$ cat config.mk
export PLATFORM = sky130hd
export DESIGN_NAME = regfile_port_sched_flat
export DESIGN_NICKNAME = d
export VERILOG_FILES = /design/src/rtl/regfile_port_sched_pkg.sv /design/src/rtl/regfile_port_sched_if.sv /design/src/rtl/regfile_port_sched_arb_starve_ctr.sv /design/src/rtl/regfile_port_sched.sv /design/src/flat_wrapper.sv
export SDC_FILE = /design/constraint.sdc
export NUM_CORES = 1
export LEC_CHECK = 0
export ABC_AREA = 1
export CORE_MARGIN = 2
export CORE_UTILIZATION = 48
export DETAILED_ROUTE_END_ITERATION = 6
export GPL_ROUTABILITY_DRIVEN = 0
export PLACE_DENSITY_LB_ADDON = 0.08
export SYNTH_ARGS = -nofsm -noshare
export SYNTH_HDL_FRONTEND = slang
export SYNTH_SLANG_ARGS = --single-unit
$ cat constraint.sdc
create_clock -name clk -period 17.35 [get_ports clk]
set_clock_uncertainty 0.15 [all_clocks]
set_input_delay 4.3375 -clock clk [delete_from_list [all_inputs] [get_ports clk]]
set_output_delay 4.3375 -clock clk [all_outputs]
set_load 0.02 [all_outputs]
$ cat src/rtl/regfile_port_sched_pkg.sv
// rtl/regfile_port_sched_pkg.sv - shared widths, state encoding and constants for the regfile port scheduler
package regfile_sched_pkg;

  localparam int DATA_W_DEF       = 32;
  localparam int ADDR_W_DEF       = 5;
  localparam int STARVE_LIMIT_DEF = 4;
  localparam int REG_X0           = 0;

  localparam logic [1:0] ST_IDLE = 2'd0;
  localparam logic [1:0] ST_RD1  = 2'd1;
  localparam logic [1:0] ST_RD2  = 2'd2;
  localparam logic [1:0] ST_DBG  = 2'd3;

endpackage

$ cat src/rtl/regfile_port_sched_if.sv
// rtl/regfile_port_sched_if.sv - CPU, debug and regfile signal bundle for regfile_port_sched
interface regfile_port_sched_if #(
  parameter int DATA_W = 32,
  parameter int ADDR_W = 5
) ();

  logic              cpu_req;
  logic [ADDR_W-1:0] cpu_rs1;
  logic [ADDR_W-1:0] cpu_rs2;
  logic              cpu_ack;
  logic [DATA_W-1:0] cpu_rdata1;
  logic [DATA_W-1:0] cpu_rdata2;
  logic              cpu_we;
  logic [ADDR_W-1:0] cpu_waddr;
  logic [DATA_W-1:0] cpu_wdata;
  logic              dbg_req;
  logic              dbg_we;
  logic [ADDR_W-1:0] dbg_addr;
  logic [DATA_W-1:0] dbg_wdata;
  logic              dbg_ack;
  logic [DATA_W-1:0] dbg_rdata;
  logic [ADDR_W-1:0] rf_raddr;
  logic [DATA_W-1:0] rf_do;
  logic [ADDR_W-1:0] rf_waddr;
  logic [DATA_W-1:0] rf_di;
  logic              rf_we;

  modport slave (
    input  cpu_req, cpu_rs1, cpu_rs2, cpu_we, cpu_waddr, cpu_wdata,
    input  dbg_req, dbg_we, dbg_addr, dbg_wdata, rf_do,
    output cpu_ack, cpu_rdata1, cpu_rdata2, dbg_ack, dbg_rdata,
    output rf_raddr, rf_waddr, rf_di, rf_we
  );

  modport master (
    output cpu_req, cpu_rs1, cpu_rs2, cpu_we, cpu_waddr, cpu_wdata,
    output dbg_req, dbg_we, dbg_addr, dbg_wdata, rf_do,
    input  cpu_ack, cpu_rdata1, cpu_rdata2, dbg_ack, dbg_rdata,
    input  rf_raddr, rf_waddr, rf_di, rf_we
  );

endinterface

$ cat src/rtl/regfile_port_sched_arb_starve_ctr.sv
// rtl/regfile_port_sched_arb_starve_ctr.sv - saturating starvation counter guarding debug access
module arb_starve_ctr #(
  parameter int STARVE_LIMIT = 4
) (
  input  logic clk,
  input  logic reset_i,
  input  logic inc,
  input  logic clr,
  output logic sat
);

  localparam int CW = $clog2(STARVE_LIMIT + 1);

  logic [CW-1:0] cnt;

  assign sat = (cnt == CW'(STARVE_LIMIT));

  always_ff @(posedge clk or posedge reset_i) begin
    if (reset_i) begin
      cnt <= '0;
    end else if (clr) begin
      cnt <= '0;
    end else if (inc && !sat) begin
      cnt <= cnt + 1'b1;
    end
  end

endmodule

$ cat src/rtl/regfile_port_sched.sv
// rtl/regfile_port_sched.sv - shares one regfile read port between CPU operand fetch and debug access
module regfile_port_sched
  import regfile_sched_pkg::*;
#(
  parameter int DATA_W       = DATA_W_DEF,
  parameter int ADDR_W       = ADDR_W_DEF,
  parameter int STARVE_LIMIT = STARVE_LIMIT_DEF
) (
  input logic                 clk,
  input logic                 reset_i,
  regfile_port_sched_if.slave bus
);

  localparam logic [ADDR_W-1:0] X0 = ADDR_W'(REG_X0);

  logic [1:0]        state;
  logic [ADDR_W-1:0] rs1_q;
  logic [ADDR_W-1:0] rs2_q;
  logic [ADDR_W-1:0] dbg_addr_q;
  logic              dbg_we_q;
  logic [DATA_W-1:0] dbg_wdata_q;
  logic              cpu_wr;
  logic              dbg_wr;
  logic              dbg_done;
  logic              starve_sat;
  logic [DATA_W-1:0] cap;

  // x0 reads as zero; a same-cycle write to the captured index wins over the stale array value
  function automatic logic [DATA_W-1:0] cap_val(
    input logic [ADDR_W-1:0] idx,
    input logic [DATA_W-1:0] rd,
    input logic              wr_en,
    input logic [ADDR_W-1:0] wa,
    input logic [DATA_W-1:0] wd
  );
    if (idx == X0)
      return '0;
    else if (wr_en && (wa == idx))
      return wd;
    else
      return rd;
  endfunction

  assign cpu_wr   = bus.cpu_we && (bus.cpu_waddr != X0);
  assign dbg_wr   = (state == ST_DBG) && dbg_we_q && (dbg_addr_q != X0) && !cpu_wr;
  assign dbg_done = (state == ST_DBG) && (!dbg_we_q || (dbg_addr_q == X0) || !cpu_wr);

  assign bus.rf_we    = !reset_i && (cpu_wr || dbg_wr);
  assign bus.rf_waddr = cpu_wr ? bus.cpu_waddr : dbg_addr_q;
  assign bus.rf_di    = cpu_wr ? bus.cpu_wdata : dbg_wdata_q;

  always_comb begin
    bus.rf_raddr = '0;
    case (state)
      ST_RD1:  bus.rf_raddr = rs1_q;
      ST_RD2:  bus.rf_raddr = rs2_q;
      ST_DBG:  bus.rf_raddr = dbg_addr_q;
      default: bus.rf_raddr = '0;
    endcase
  end

  assign cap = cap_val(bus.rf_raddr, bus.rf_do, bus.rf_we, bus.rf_waddr, bus.rf_di);

  arb_starve_ctr #(.STARVE_LIMIT(STARVE_LIMIT)) u_starve (
    .clk     (clk),
    .reset_i (reset_i),
    .inc     ((state == ST_RD2) && bus.dbg_req),
    .clr     (dbg_done),
    .sat     (starve_sat)
  );

  always_ff @(posedge clk or posedge reset_i) begin
    if (reset_i) begin
      state          <= ST_IDLE;
      rs1_q          <= '0;
      rs2_q          <= '0;
      dbg_addr_q     <= '0;
      dbg_we_q       <= 1'b0;
      dbg_wdata_q    <= '0;
      bus.cpu_ack    <= 1'b0;
      bus.dbg_ack    <= 1'b0;
      bus.cpu_rdata1 <= '0;
      bus.cpu_rdata2 <= '0;
      bus.dbg_rdata  <= '0;
    end else begin
      bus.cpu_ack <= 1'b0;
      bus.dbg_ack <= 1'b0;
      case (state)
        ST_IDLE: begin
          if (bus.dbg_req && (!bus.cpu_req || starve_sat)) begin
            state       <= ST_DBG;
            dbg_addr_q  <= bus.dbg_addr;
            dbg_we_q    <= bus.dbg_we;
            dbg_wdata_q <= bus.dbg_wdata;
          end else if (bus.cpu_req) begin
            state <= ST_RD1;
            rs1_q <= bus.cpu_rs1;
            rs2_q <= bus.cpu_rs2;
          end
        end
        ST_RD1: begin
          bus.cpu_rdata1 <= cap;
          state          <= ST_RD2;
        end
        ST_RD2: begin
          bus.cpu_rdata2 <= cap;
          bus.cpu_ack    <= 1'b1;
          state          <= ST_IDLE;
        end
        ST_DBG: begin
          // a debug write that loses to a CPU write simply stays here and retries
          if (dbg_done) begin
            bus.dbg_ack <= 1'b1;
            if (!dbg_we_q)
              bus.dbg_rdata <= cap;
            state <= ST_IDLE;
          end
        end
        default: state <= ST_IDLE;
      endcase
    end
  end

endmodule

$ cat src/flat_wrapper.sv
// flat-port wrapper written by rule: the top's interface ports become plain ports
module regfile_port_sched_flat import regfile_sched_pkg::*;
#(
  parameter int DATA_W       = DATA_W_DEF,
  parameter int ADDR_W       = ADDR_W_DEF,
  parameter int STARVE_LIMIT = STARVE_LIMIT_DEF
)
  (clk, reset_i, bus_cpu_req, bus_cpu_rs1, bus_cpu_rs2, bus_cpu_we, bus_cpu_waddr, bus_cpu_wdata, bus_dbg_req, bus_dbg_we, bus_dbg_addr, bus_dbg_wdata, bus_rf_do, bus_cpu_ack, bus_cpu_rdata1, bus_cpu_rdata2, bus_dbg_ack, bus_dbg_rdata, bus_rf_raddr, bus_rf_waddr, bus_rf_di, bus_rf_we);
  regfile_port_sched_if #(.DATA_W(DATA_W), .ADDR_W(ADDR_W)) bus_i ();
  input logic clk;
  input logic reset_i;
  input wire logic [$bits(bus_i.cpu_req)-1:0] bus_cpu_req;
  input wire logic [$bits(bus_i.cpu_rs1)-1:0] bus_cpu_rs1;
  input wire logic [$bits(bus_i.cpu_rs2)-1:0] bus_cpu_rs2;
  input wire logic [$bits(bus_i.cpu_we)-1:0] bus_cpu_we;
  input wire logic [$bits(bus_i.cpu_waddr)-1:0] bus_cpu_waddr;
  input wire logic [$bits(bus_i.cpu_wdata)-1:0] bus_cpu_wdata;
  input wire logic [$bits(bus_i.dbg_req)-1:0] bus_dbg_req;
  input wire logic [$bits(bus_i.dbg_we)-1:0] bus_dbg_we;
  input wire logic [$bits(bus_i.dbg_addr)-1:0] bus_dbg_addr;
  input wire logic [$bits(bus_i.dbg_wdata)-1:0] bus_dbg_wdata;
  input wire logic [$bits(bus_i.rf_do)-1:0] bus_rf_do;
  output wire logic [$bits(bus_i.cpu_ack)-1:0] bus_cpu_ack;
  output wire logic [$bits(bus_i.cpu_rdata1)-1:0] bus_cpu_rdata1;
  output wire logic [$bits(bus_i.cpu_rdata2)-1:0] bus_cpu_rdata2;
  output wire logic [$bits(bus_i.dbg_ack)-1:0] bus_dbg_ack;
  output wire logic [$bits(bus_i.dbg_rdata)-1:0] bus_dbg_rdata;
  output wire logic [$bits(bus_i.rf_raddr)-1:0] bus_rf_raddr;
  output wire logic [$bits(bus_i.rf_waddr)-1:0] bus_rf_waddr;
  output wire logic [$bits(bus_i.rf_di)-1:0] bus_rf_di;
  output wire logic [$bits(bus_i.rf_we)-1:0] bus_rf_we;
  assign bus_i.cpu_req = bus_cpu_req;
  assign bus_i.cpu_rs1 = bus_cpu_rs1;
  assign bus_i.cpu_rs2 = bus_cpu_rs2;
  assign bus_i.cpu_we = bus_cpu_we;
  assign bus_i.cpu_waddr = bus_cpu_waddr;
  assign bus_i.cpu_wdata = bus_cpu_wdata;
  assign bus_i.dbg_req = bus_dbg_req;
  assign bus_i.dbg_we = bus_dbg_we;
  assign bus_i.dbg_addr = bus_dbg_addr;
  assign bus_i.dbg_wdata = bus_dbg_wdata;
  assign bus_i.rf_do = bus_rf_do;
  assign bus_cpu_ack = bus_i.cpu_ack;
  assign bus_cpu_rdata1 = bus_i.cpu_rdata1;
  assign bus_cpu_rdata2 = bus_i.cpu_rdata2;
  assign bus_dbg_ack = bus_i.dbg_ack;
  assign bus_dbg_rdata = bus_i.dbg_rdata;
  assign bus_rf_raddr = bus_i.rf_raddr;
  assign bus_rf_waddr = bus_i.rf_waddr;
  assign bus_rf_di = bus_i.rf_di;
  assign bus_rf_we = bus_i.rf_we;
  regfile_port_sched #(.DATA_W(DATA_W), .ADDR_W(ADDR_W), .STARVE_LIMIT(STARVE_LIMIT)) u_core (.clk(clk), .reset_i(reset_i), .bus(bus_i));
endmodule
==> results of run 1 <==
==> metrics by stage <==
| stage | setup slack, ns | cells |
|---|---|---|
| floorplan | 4.750 | 910 |
| global placement | 5.829 | 1306 |
| detailed placement | 5.739 | 1306 |
| CTS | 5.723 | 1337 |
| global route | 5.423 | 1337 |
| finish | 5.683 | 1337 |
==> critical path: cells and delay by family <==
family                 cells  cell delay [ns]
buffers and inverters      3             1.98
and+or+nand+nor            4             0.66
AOI/OAI and AO/OA          1             0.16
==> path summary, 6_finish.rpt <==
check | from | to | slack, ns | cells past startpoint
hold reg to reg | u_core.bus.cpu_rdata1[21] | u_core.bus.cpu_rdata1[21] | 0.33 | 2
hold / removal | u_core.bus.cpu_rdata1[21] | u_core.bus.cpu_rdata1[21] | 0.33 | 2
setup / recovery | bus_cpu_waddr[0] | bus_rf_di[20] | 5.68 | 8
min in group asynchronous | reset_i | u_core.bus.dbg_rdata[1] | 4.30 | 2
max in group asynchronous | reset_i | u_core.bus.cpu_rdata1[21] | 11.41 | 3
setup reg to reg | u_core.state[1] | u_core.bus.cpu_rdata2[20] | 13.85 | 12
==> metal layers <==
| metal | GRT usage, % | part of all wire (%) | wire length (um) | up-vias |
|---|---|---|---|---|
| li1 | - | - | - | 3397 |
| met1 | 41.95 | 41 | 10200 | 3459 |
| met2 | 51.45 | 48 | 11910 | 344 |
| met3 | 7.360 | 7.9 | 1960 | 43 |
| met4 | 10.39 | 2.8 | 697 | 0 |
| met5 | 0 | 0 | 0 | - |
==> registers in the layout (all words and copies together) (netlist names) <==
signal                 count
u_core.bus.cpu_rdata1     32
u_core.bus.cpu_rdata2     32
u_core.bus.dbg_rdata      32
u_core.dbg_wdata_q        32
u_core.dbg_addr_q          5
u_core.rs1_q               5
u_core.rs2_q               5
u_core.u_starve.cnt        3
u_core.state               2
u_core.bus.cpu_ack         1
u_core.bus.dbg_ack         1
u_core.dbg_we_q            1
==> cell families after synthesis <==
group,count (synthesis),synth area share (%)
flip-flops,151,53.28
AO/OA/AOI/OAI,77,5.505
adder cells (fa/ha/maj),2,0.3528
XOR/XNOR,1,0.1235
buffers and inverters,116,6.493
multiplexers,7,1.112
AND/OR/NAND/NOR,556,33.13
==> synthesized netlist by cell type, drive strengths merged <==
| master | count | area (um^2) |
|---|---|---|
| o211ai | 2 | 15.01 |
| o21ai | 71 | 355.3 |
| nor3 | 2 | 10.01 |
| nor2 | 20 | 87.58 |
| inv | 58 | 217.7 |
| nand3b | 2 | 15.01 |
| a21oi | 4 | 20.02 |
| xor2 | 1 | 8.760 |
| dfrtp | 151 | 3779 |
| nand3 | 120 | 605.6 |
| buf | 28 | 130.1 |
| nand2 | 378 | 1419 |
| ha | 2 | 25.02 |
| mux2 | 7 | 78.83 |
| nand4 | 34 | 212.7 |
| clkbuf | 30 | 112.6 |
==> layout make-up <==
cell class	instances	area [um^2]
flip-flops and latches	151	3779
fillers	1188	4050
inverters	58	222.7
clock buffers	19	452.9
multi-input cells	643	2885
clock inverters	12	176.4
well taps	184	230.2
repair buffers	270	2683
==> report_power, final <==
part	internal (mW)	switching, mW	leakage (nW)
combinational	0.392	0.668	2.87
clock	0.247	0.149	0.305
sequential	0.517	0.0868	1.88
==> out/summary.md, run 1 <==
## Logic synthesis
- 151 — Yosys reg bits
- 20 — count of different cell masters after synthesis
- 910 — number of instances in the synthesized netlist
- 53.28% — sequential fraction of the synthesis area
- 1,034 — Net Count, Synth
- 0 — number of synthesis warnings
- 7.793 um^2 — Syn Area/Cell
- 7092 um^2 — post-synth design cell area

## Global routing
- 31.56% — Total GRT Usage
- 97 — maximum number of pins on one net before global-route repair
- 0 — overflow left after global routing
- 1 — number of antenna violations at the first check in global routing
- 6,893 — vias in the first global route
- 38,080 um — global-route wire length before repair

## Placed design
- 262 — number of buffer cells added on primary ports
- 9799 um^2 — Post-Place Cell Area
- 17,010 um — detailed placement HPWL

## Power and ir drop
- 5.058 nW — leakage dissipation
- 2.060 mW — Pwr Total
- 197.6 nW/um^2 — Power Dens Cells
- 0.0001079 V — maximum ir drop on the vdd rail

## STA
- 67.24% — portion of the clock cycle consumed by the worst path in the final layout
- 0 — number of hold violations in the final report
- 21.47% — Rel. slew slack
- 0 — Slew Limit Fails
- 0 — number of endpoints failing setup at the final stage
- 11.67 ns — final worst path period need
- 1.177 ns — pin slew with the least headroom to its limit
- 0 ns — Sum Neg Setup Slack
- 0.3281 ns — smallest hold slack
- false — unrepaired setup endpoints after global routing
- 85.71 MHz — maximum operating frequency

## Critical path
- output port — sort of element at the end of the critical path
- 12.86 ns — worst path required time
- 7.18 ns — Data arrival, critical path
- clkdlybuf4s50_1, nor2_1, nand3_1, nand2_1, inv_2, nand2_1, o21ai_0, clkdlybuf4s50_1 — cell-by-cell trace of the critical path
- 65 — critical-path maximum fanout
- 0.79 ns — crit-path max cell delay
- input pin to output port — start-to-end type of the worst setup path
- sky130_fd_sc_hd__inv_2 — critical path's slowest cell
- input pin — kind of start point of the critical path

## Die
- 15,760 um^2 — die footprint
- 125.6 um — Die H
- 44 — cell row count
- 48.98% — starting density of the core
- 14,480 um^2 — total core area
- 125.6 um — Die Span X
- 263 — number of top-level pins

## Clock tree
- 2 — Max Root-Sink Buffers
- 4 — H-tree level count
- sky130_fd_sc_hd__clkbuf_16 — root buffer cell
- 0 — postcts setup bufs
- 0 — CTS Hold Bufs
- 0.43 ns — clock insertion delay at the later pin of the skew report
- 151 — sink count of the clock tree
- 0.05 ns — clock slew at the register clock pins of the worst setup and hold paths
- 0 — post-cts repair resize count
- built — clock tree from TritonCTS
- 17 — number of buffers created by CTS

## Route
- 18.53 um — average routed wire per standard cell
- 6 — Pre-Repair DR Iteration Count
- 5.417 — post-DR vias/cell
- 0 — Post-DRT Antenna Nets
- 700 — Iter 0 DRT Violations
- 7,243 — via count
- 24,780 um — wire length reported by the detailed router
- 0 — remaining design rule violation count

## Final layout
- sky130_fd_sc_hd__nand2_1, sky130_fd_sc_hd__clkdlybuf4s50_1, sky130_fd_sc_hd__dfrtp_1 — leading cell types in the layout, fill and taps excluded
- 72.03% — final core area utilization
- 0 — # diodes
- 1,265 — Layout Nets
- 10,430 um^2 — cell area after layout
- 47.05% — area delta synth->final
- sky130_fd_sc_hd__nand2_1 — most frequent standard cell in the layout excluding fill and tap cells
- 5.291% — layout cells sized above 1

## Flow run
- 0 — number of max-cap violations

## Min path
- flip-flop to flip-flop — Hold Path Class

## Outcome
- finished, final reports clean — outcome

No activity file was read; power rests on OpenSTA's default activity.
==> inputs of run 2 (changes only) <==
--- a/config.mk
+++ b/config.mk
@@ -7,7 +7,7 @@
 export LEC_CHECK = 0
 export ABC_AREA = 1
 export CORE_MARGIN = 2
-export CORE_UTILIZATION = 48
+export CORE_UTILIZATION = 41
 export DETAILED_ROUTE_END_ITERATION = 6
 export GPL_ROUTABILITY_DRIVEN = 0
 export PLACE_DENSITY_LB_ADDON = 0.08
==> constraint.sdc (replaced) <==
create_clock -name clk -period 9.45 [get_ports clk]
set_clock_uncertainty 0.15 [all_clocks]
set_input_delay 2.3625 -clock clk [delete_from_list [all_inputs] [get_ports clk]]
set_output_delay 2.3625 -clock clk [all_outputs]
set_load 0.02 [all_outputs]
==> run 2 against run 1 <==
Net effect: core utilization shrank 11 points; sequential cell count is the same; sequential share of layout area shrank 0.35 points; via count shrank 3.9%; first-iteration DRC count shrank 25%; highest routed layer unchanged.
==> out/summary.md, run 2 (synthesis results as in run 1) <==
## Clock tree
- built — clock tree from TritonCTS, unchanged
- 0.42 ns — clock insertion delay at the later pin of the skew report, was 0.43 ns
- 0 — post-cts repair resize count, unchanged
- 0.06 ns — clock slew at the register clock pins of the worst setup and hold paths, was 0.05 ns
- 4 — H-tree level count, unchanged
- 17 — number of buffers created by CTS, unchanged
- 0 — postcts setup bufs, unchanged
- 2 — Max Root-Sink Buffers, unchanged
- 151 — sink count of the clock tree, unchanged
- 0 — CTS Hold Bufs, unchanged
- sky130_fd_sc_hd__clkbuf_16 — root buffer cell, unchanged

## Route
- 5 — Pre-Repair DR Iteration Count, was 6
- 526 — Iter 0 DRT Violations, was 700
- 5.043 — post-DR vias/cell, was 5.417
- 23,920 um — wire length reported by the detailed router, was 24,780 um
- 0 — remaining design rule violation count, unchanged
- 17.32 um — average routed wire per standard cell, was 18.53 um
- 6,964 — via count, was 7,243
- 0 — Post-DRT Antenna Nets, unchanged

## Die
- 18,370 um^2 — die footprint, was 15,760 um^2
- 48 — cell row count, was 44
- 263 — number of top-level pins, unchanged
- 41.43% — starting density of the core, was 48.98%
- 17,120 um^2 — total core area, was 14,480 um^2
- 135.5 um — Die Span X, was 125.6 um
- 135.5 um — Die H, was 125.6 um

## STA
- 0 — number of endpoints failing setup at the final stage, unchanged
- 0 — number of hold violations in the final report, unchanged
- 130.7 MHz — maximum operating frequency
- false — unrepaired setup endpoints after global routing, unchanged
- 1.174 ns — pin slew with the least headroom to its limit, was 1.177 ns
- 80.98% — portion of the clock cycle consumed by the worst path in the final layout
- 7.653 ns — final worst path period need
- 21.66% — Rel. slew slack, was 21.47%
- 0 — Slew Limit Fails, unchanged
- 0 ns — Sum Neg Setup Slack, unchanged

## Final layout
- 1,381 — final non-filler cell total, was 1,337
- sky130_fd_sc_hd__nand2_1 — most frequent standard cell in the layout excluding fill and tap cells, unchanged
- sky130_fd_sc_hd__nand2_1, sky130_fd_sc_hd__clkdlybuf4s50_1, sky130_fd_sc_hd__dfrtp_1 — leading cell types in the layout, fill and taps excluded, unchanged
- 0 — # diodes, unchanged
- 5.450% — layout cells sized above 1, was 5.291%
- 10,530 um^2 — cell area after layout, was 10,430 um^2
- 1,267 — Layout Nets, was 1,265
- 48.48% — area delta synth->final, was 47.05%

## Critical path
- output port — sort of element at the end of the critical path, unchanged
- input pin — kind of start point of the critical path, unchanged
- 65 — critical-path maximum fanout, unchanged
- 6.94 ns — worst path required time, was 12.86 ns
- 5.14 ns — Data arrival, critical path, was 7.18 ns
- input pin to output port — start-to-end type of the worst setup path, unchanged

## Placed design
- 262 — number of buffer cells added on primary ports, unchanged
- 9856 um^2 — Post-Place Cell Area, was 9799 um^2
- 16,860 um — detailed placement HPWL, was 17,010 um
- 1,349 — Placed Cells, was 1,306

## Global routing
- 36,910 um — global-route wire length before repair, was 38,080 um
- 26.63% — Total GRT Usage, was 31.56%
- 6,657 — vias in the first global route, was 6,893
- 97 — maximum number of pins on one net before global-route repair, unchanged
- 0 — number of antenna violations at the first check in global routing, was 1
- 0 — overflow left after global routing, unchanged

## Outcome
- finished, final reports clean — outcome, unchanged

## Power and ir drop
- 360.0 nW/um^2 — Power Dens Cells, was 197.6 nW/um^2
- 0.0002193 V — maximum ir drop on the vdd rail, was 0.0001079 V
- 5.088 nW — leakage dissipation, was 5.058 nW

## Flow run
- 0 — number of max-cap violations, unchanged

## Min path
- flip-flop to flip-flop — Hold Path Class, unchanged

-- run 2: cell count changes in the layout (fill, tap and decap cells not counted), sizes merged --
cell / previous run / this run
clkinv: 6 / 4
inv: 58 / 61
buf: 8 / 10
clkinvlp: 2 / 1
bufinv: 4 / 6
clkbuf: 19 / 18
-- run 2: layout make-up --
class                      count  area [um^2]
fill                        1587         6586
sequential                   151         3779
multi-input combinational    643         2875
timing repair buffer         272         2698
clock buffer                  18        429.2
tap                          225        281.5
clock inverter                14        245.2
inverter                      58        222.7
-- run 2: final timing paths --
check / startpoint / to / slack (ns) / cells after the start
min in group asynchronous: reset_i / u_core.bus.dbg_rdata[8] / 2.30 / 2
max in group asynchronous: reset_i / u_core.bus.cpu_rdata1[25] / 5.51 / 3
max reg2reg: u_core.state[1] / u_core.bus.dbg_rdata[25] / 5.73 / 13
max: bus_cpu_waddr[0] / bus_rf_di[25] / 1.80 / 8
min reg2reg: u_core.bus.dbg_rdata[7] / u_core.bus.dbg_rdata[7] / 0.33 / 2
min: u_core.bus.dbg_rdata[7] / u_core.bus.dbg_rdata[7] / 0.33 / 2
-- run 2: per-layer routing --
layer / up-vias / part of all wire [%] / global-route usage, % / wire length (um)
li1: 3396 / - / - / -
met1: 3280 / 46 / 38.44 / 10940
met2: 256 / 45 / 40.07 / 10790
met3: 32 / 6.8 / 5.350 / 1623
met4: 0 / 2.4 / 9.317 / 572
met5: - / 0 / 0 / 0
-- run 2: power breakdown --
group          internal [mW]  leakage [nW]  switching [mW]
combinational          0.722          2.88            1.19
clock                  0.499         0.325           0.276
sequential             0.950          1.88           0.157
-- run 2: per-stage QoR --
stage / utilization (%) / total power [mW] / hold WS (ns) / worst slack, ns
floorplan: - / 2.194 / 0.3297 / 0.7997
global placement: 57.58 / 3.005 / 0.3108 / 1.943
CTS: 61.52 / 3.818 / 0.3310 / 1.816
global route: 61.52 / 4.037 / 0.3453 / 1.483
finish: 61.52 / 3.791 / 0.3268 / 1.797
detailed placement: 57.58 / 3.030 / 0.3142 / 1.828
-- run 2: critical path, cell delays in order --
cell and delay (ns):
sky130_fd_sc_hd__clkdlybuf4s50_1 0.50, sky130_fd_sc_hd__nor2_1 0.05, sky130_fd_sc_hd__nand3_1 0.22, sky130_fd_sc_hd__nand2_1 0.30, sky130_fd_sc_hd__inv_2 0.72, sky130_fd_sc_hd__nand2_1 0.10, sky130_fd_sc_hd__o21ai_0 0.17, sky130_fd_sc_hd__clkdlybuf4s50_1 0.67
